File: src/rtl/sum_share_arb.sv
// Round-robin shared adder: sums each requester's current value with its own
// previous valid value and emits the result tagged with the requester index.
module sum_share_arb #(
    parameter int          w   = 4,
    parameter int          n   = 4,
    parameter logic [w-1:0] ign = '0
) (
    input  logic                 clk,
    input  logic                 rst_b,
    input  logic [n-1:0]         req,
    input  logic [n*w-1:0]       d,
    input  logic                 clr,
    output logic [n-1:0]         gnt,
    output logic [w:0]           q,
    output logic                 q_vld,
    output logic [$clog2(n)-1:0] q_id
);
    localparam int idw = $clog2(n);

    logic [idw-1:0] ptr_q, ptr_d;
    logic [w:0]     q_q, q_d;
    logic           q_vld_q, q_vld_d;
    logic [idw-1:0] q_id_q, q_id_d;
    logic [w-1:0]   prev_q [n];
    logic [w-1:0]   prev_d [n];

    logic           hit;
    logic [idw-1:0] gnt_idx;
    logic [idw-1:0] scan_idx;
    logic [w-1:0]   v;

    // n is a power of two, so the idw-bit sum wraps modulo n for free.
    always_comb begin
        hit      = 1'b0;
        gnt_idx  = '0;
        scan_idx = '0;
        for (int i = 0; i < n; i++) begin
            scan_idx = ptr_q + idw'(i);
            if (!hit && req[scan_idx]) begin
                hit     = 1'b1;
                gnt_idx = scan_idx;
            end
        end
        if (clr) begin
            hit = 1'b0;
        end
    end

    assign gnt = (hit && !rst_b) ? (n'(1) << gnt_idx) : '0;
    assign v   = d[int'(gnt_idx)*w +: w];

    always_comb begin
        ptr_d   = ptr_q;
        q_d     = q_q;
        q_id_d  = q_id_q;
        q_vld_d = 1'b0;
        prev_d  = prev_q;
        if (clr) begin
            for (int k = 0; k < n; k++) begin
                prev_d[k] = '0;
            end
        end else if (hit) begin
            ptr_d = gnt_idx + idw'(1);
            // An ignored value is consumed but leaves history and output alone.
            if (v != ign) begin
                q_d             = {1'b0, v} + {1'b0, prev_q[gnt_idx]};
                prev_d[gnt_idx] = v;
                q_id_d          = gnt_idx;
                q_vld_d         = 1'b1;
            end
        end
    end

    always_ff @(posedge clk or posedge rst_b) begin
        if (rst_b) begin
            ptr_q   <= '0;
            q_q     <= '0;
            q_vld_q <= 1'b0;
            q_id_q  <= '0;
            for (int k = 0; k < n; k++) begin
                prev_q[k] <= '0;
            end
        end else begin
            ptr_q   <= ptr_d;
            q_q     <= q_d;
            q_vld_q <= q_vld_d;
            q_id_q  <= q_id_d;
            prev_q  <= prev_d;
        end
    end

    assign q     = q_q;
    assign q_vld = q_vld_q;
    assign q_id  = q_id_q;
endmodule

File: config.mk
export PLATFORM = sky130hd
export DESIGN_NAME = sum_share_arb
export DESIGN_NICKNAME = d
export VERILOG_FILES = /design/src/rtl/sum_share_arb.sv
export SDC_FILE = /design/constraint.sdc
export NUM_CORES = 1
export LEC_CHECK = 0
export ABC_AREA = 1
export CORE_ASPECT_RATIO = 2
export CORE_MARGIN = 1.5
export CORE_UTILIZATION = 50
export CTS_BUF_LIST = sky130_fd_sc_hd__clkbuf_8
export DETAILED_ROUTE_END_ITERATION = 6
export PLACE_DENSITY = 0.75
export SKIP_LAST_GASP = 1
export SLEW_MARGIN = 20
export SYNTH_ARGS = -nofsm -noshare
export SYNTH_HDL_FRONTEND = slang
export SYNTH_SLANG_ARGS = --single-unit
export TNS_END_PERCENT = 1
File: constraint.sdc
create_clock -name clk -period 4.3 [get_ports clk]
set_input_delay 0.86 -clock clk [delete_from_list [all_inputs] [get_ports clk]]
set_output_delay 0.86 -clock clk [all_outputs]
set_load 0.02 [all_outputs]
======== Word-level counts from Yosys, hierarchy flattened ========
Index checks and enable logic that the tools add are counted.
cells by class
  $add $sub $neg .......................... 5
  order comparisons ....................... 6
  shift-type cells ........................ 2
  multiplexer cells ....................... 30
  bitwise logic cells ..................... 2
  reductions and logical operators ........ 15
operator list
  kind                                                                          count
  16-bit 2-to-1 mux                                                             3
  16-bit bitwise mux                                                            1
  4-bit 2-to-1 mux                                                              4
  16-bit by 5-bit variable part select with 4-bit output                        1
  2-bit by 3-bit less-than comparator with 1-bit output, second input constant  4
  1-bit 2-to-1 mux                                                              12
  1-bit binary-select mux with 2-bit select                                     4
  4-bit binary-select mux with 2-bit select                                     1
  4-bit demux with 2-bit select                                                 1
  2-bit 2-to-1 mux                                                              4
  4-bit by 4-bit adder with 5-bit output                                        1
  1-bit logical AND                                                             5
  2-bit by 1-bit adder with 2-bit output, second input constant                 2
  2-bit adder, second input constant                                            2
  1-bit logical NOT                                                             4
  2-bit AND reduction                                                           2
  2-bit nonzero test                                                            2
  4-bit nonzero test                                                            1
  1-bit by 2-bit << shifter with 4-bit output, first input constant             1
  3-bit greater-or-equal comparator, second input constant                      1
  3-bit by 1-bit less-than comparator with 1-bit output, second input constant  1
  2-bit NOT with 3-bit output                                                   1
  3-bit AND reduction                                                           1
  1-bit NOT                                                                     1
storage, ports and cells
  register bits after elaboration ......... 26
  input port bits ......................... 23

======== Longest topological paths before layout ========
  depth in word-level cells ............... 21
  mapped depth ............................ 23
  mapped depth without buffers ............ 20

======== Worst setup path after synthesis ========
No wires, ideal clock.
  path type ............................... input to output
  start point ............................. input req[3]
  end point ............................... output gnt[1]
  arrival ................................. 2.522 ns
  data required time ...................... 3.440 ns
  setup slack ............................. 0.918 ns
  stages .................................. 14
  buffers on the path ..................... 2
  cell sequence ........................... inv_1 > nand2_1 > nand3_1 > nand2_1 > nand2_1 > nand2_1 > nand2_1 > nand3_2 > buf_2 > buf_2 > inv_1 > ha_1 > inv_1 > nor2_1
RTL lines
  item                                             RTL line  text
  start: declaration                               10        input logic [n-1:0] req,
  1-bit binary-select mux with 2-bit select        39        if (!hit && req[scan_idx]) begin
  1-bit 2-to-1 mux (implied by the code)           39
  1-bit 2-to-1 mux                                 39
  1-bit logical NOT                                39
  1-bit logical AND                                39
  1-bit 2-to-1 mux                                 39
  1-bit logical NOT                                39
  1-bit logical AND                                39
  1-bit 2-to-1 mux                                 39
  1-bit logical NOT                                39
  1-bit logical AND                                39
  2-bit 2-to-1 mux (*)                             39
  named net gnt_idx[0]                             28        logic [idw-1:0] gnt_idx;
  1-bit by 2-bit << shifter with 4-bit output (*)  49        assign gnt = (hit && !rst_b) ? (n'(1) << gnt_idx) : '0;
  4-bit 2-to-1 mux (*)                             49
  end: declaration                                 13        output logic [n-1:0] gnt,
The timed path passes the listed nets; every way through them passes the cells marked *. The select of a mux whose other input is x is not followed.

======== Worst setup path after layout ========
  start point ............................. input req[1]
  end point ............................... output gnt[1]
The elaborated chain is that of the path after synthesis.

==> flow_metrics.env <==
export IMPL_routed_wl_um=5360
export IMPL_slew_headroom=0.642
export IMPL_numCtsBuffers=3
export IMPL_tritoncts="built"
export IMPL_yosysSeqAreaShare=0.301
export IMPL_portBuffers=34
export IMPL_drtPass1Iterations=4
export IMPL_path_cells="clkdlybuf4s50_1, inv_1, nand2_1, nand3_2, nand2_4, inv_2, nand3_1, nand3_2, inv_2, ha_1, inv_1, nor2_1, clkdlybuf4s50_1"
export IMPL_dieArea_um2=4750
export IMPL_syn_cell_area_um2=2160
export IMPL_cp_top_family="buffers and inverters"
export IMPL_finalHoldViolations=0
export IMPL_die_w_um=49.5
export IMPL_grt_pass1_wl_um=8910
export IMPL_worst_ep_required_time_ns=3.44
export IMPL_cp_slowest_cell="clkdlybuf4s50_1"
export IMPL_synth_top_cell_by_area="dfrtp_1"
export IMPL_grt_pass1_vias=2015
export IMPL_initial_core_util=0.524
export IMPL_std_cell_rows=33
export IMPL_worstReg2RegEnd="q_id[0]$_DFFE_PP0P_"
export IMPL_grt_max_degree=28
export IMPL_fin_hold_ws_ns=0.492
export IMPL_die_h_um=96.0
export IMPL_post_cts_setup_buffers=0
export IMPL_io_pins=35
export IMPL_path_class="in2out"
export IMPL_outcome="completed"
export IMPL_worst_r2r_cell_count=17
export IMPL_vias_per_cell=5.57
export IMPL_ys_seq_elements=26
export IMPL_rsz0062_at_grt="false"
export IMPL_antenna_found_initial=0
export IMPL_cts_max_path_buffers=2
export IMPL_synthTopCellsByArea="dfrtp_1 (30%), nand2_1 (16%), nand3_1 (8.3%), nand4_1 (5.2%), ha_1 (4.6%)"
export IMPL_max_freq_mhz=247
export IMPL_path_buf_inv=6
export IMPL_slowest_delay_ns=0.60
export IMPL_finalClockSkew_ns=0.00228
export IMPL_critPathArrivalTime_ns=3.19
export IMPL_drt_iter0_drc=71
export IMPL_overflow=0
export IMPL_cts_root_buf="clkbuf_8"
export IMPL_core_area_um2=4130
export IMPL_layout_nets=369
export IMPL_clk_pin_slew_ns=0.09
export IMPL_finalCritPeriodShare=0.942
export IMPL_crit_reg2reg_launch="ptr_q[0]$_DFFE_PP0P_"
export IMPL_design_area_um2=2590
export IMPL_synth_nets=335
export IMPL_drive_gt1_frac=0.143
export IMPL_cts_htree_levels=1
export IMPL_crit_start="req[1]"
export IMPL_yosysWarnings=0
export IMPL_period_minus_slack_ns=4.05
export IMPL_gp_congestion=0.885
export IMPL_cp_num_cells=13
export IMPL_cp_max_fo=8
export IMPL_start_kind="input port"
export IMPL_syn_area_per_cell_um2=7.14
export IMPL_maxSlewViolCount=0
export IMPL_finalSetupTns_ns=0
export IMPL_yosysUniqueCellTypes=30
export IMPL_cap_violations=0
export IMPL_vias=2161
export IMPL_cp_endpoint="gnt[1]"
export IMPL_grt_usage=0.240
export IMPL_syn_inst=303
export IMPL_n_antenna_cell=0
export IMPL_r2r_slack_ns=1.01
export IMPL_clock_sinks=26
export IMPL_wire_per_inst_um=13.8
export IMPL_setup_viol=0
export IMPL_worstHoldPathType="reg2reg"
export IMPL_synth_top_area_frac=0.301
export IMPL_clock_latency_ns=0.27
export IMPL_worst_pin_slew_ns=0.534
export IMPL_dpl_hpwl_um=4090
export IMPL_ant_nets=0
export IMPL_syn_to_final_growth_pct=19.7
export IMPL_worst_setup_path_end_kind="primary output"
export IMPL_drc=0
export IMPL_dpl_cell_area_um2=2530
[worst min-delay path, delay by kind of cell, from the launching register on]
| kind | cells | cell delay [ns] |
|---|---|---|
| DFF | 1 | 0.35 |
| and+or+nand+nor | 2 | 0.11 |
[through the flow]
step           utilization  setup slack [ns]  cells
2_1_floorplan            -             0.918    303
3_3_place_gp         0.614             0.252    384
3_5_place_dp         0.614             0.187    384
4_1_cts              0.627             0.177    388
5_1_grt              0.627            0.0368    388
6_report             0.627             0.251    388
[metal layers]
| layer | GRT usage | wire length (um) |
|---|---|---|
| met5 | 0 | 0 |
| met4 | 0.123 | 224 |
| met3 | 0.0280 | 216 |
| met2 | 0.444 | 2860 |
| met1 | 0.267 | 2070 |
[placed cells by master, fill, tap and decap left out, drive strengths merged]
master / netlist / layout
nand2: 114 / 114
nand3: 44 / 44
clkdlybuf4s50: 0 / 34
inv: 30 / 30
dfrtp: 26 / 26
nor2: 19 / 19
nand4: 18 / 18
o21ai: 17 / 17
ha: 8 / 8
buf: 11 / 7
o211ai: 5 / 5
clkbuf: 1 / 4
o22ai: 3 / 3
a21oi: 2 / 2
or2: 1 / 1
clkinv: 1 / 1
xnor2: 1 / 1
nand3b: 1 / 1
fa: 1 / 1
[state kept, by name (all words and copies together), names as in the netlist]
signal  flops
ptr_q       2
q_vld       1
q           5
prev_q     16
q_id        2
[layout make-up]
type                    count  area [um^2]
repair buffers             41          393
multi-input cells         234         1310
well taps                  52         65.1
fillers                   397         1540
clock buffers               4         55.1
flip-flops and latches     26          651
inverters                  31          116
[cells in the mapped netlist, drive strengths merged]
library cell    n
a21oi           2
buf            11
clkbuf          1
clkinv          1
dfrtp          26
fa              1
ha              8
inv            30
nand2         114
nand3          44
nand3b          1
nand4          18
nor2           19
o211ai          5
o21ai          17
o22ai           3
or2             1
xnor2           1
[how the worst min path moves through the flow]
stage,from,slack (ns),cells past startpoint,end
2_1_floorplan,prev_q[13]$_DFFE_PP0P_,0.46,2,prev_q[13]$_DFFE_PP0P_
3_3_place_gp,q[3]$_DFFE_PP0P_,0.47,2,q[3]$_DFFE_PP0P_
3_5_place_dp,q[4]$_DFFE_PP0P_,0.47,2,q[4]$_DFFE_PP0P_
4_1_cts,q[4]$_DFFE_PP0P_,0.49,2,q[4]$_DFFE_PP0P_
5_1_grt,q[0]$_DFFE_PP0P_,0.52,2,q[0]$_DFFE_PP0P_
6_report,q[4]$_DFFE_PP0P_,0.49,2,q[4]$_DFFE_PP0P_
[repair_timing]
item | in CTS | in global routing
hold buffers | 0 | 0
endpoints found under the setup margin | 0 | 2
resized for setup | 0 | 1
[kinds of logic (layout without fill, tap and decap cells)]
| kind of cell | Yosys count | count (layout) | share of synthesized area |
|---|---|---|---|
| and+or+nand+nor | 197 | 197 | 0.469 |
| buffers and inverters | 43 | 76 | 0.0937 |
| AOI/OAI and AO/OA | 27 | 27 | 0.0769 |
| DFF | 26 | 26 | 0.301 |
| adders and majority gates | 9 | 9 | 0.0555 |
| xor gates and xnor gates | 1 | 1 | 0.00405 |
Power is left out: the tool's default activity adds up to more than one toggle a clock period on the data nets, which glitch-free logic cannot reach.
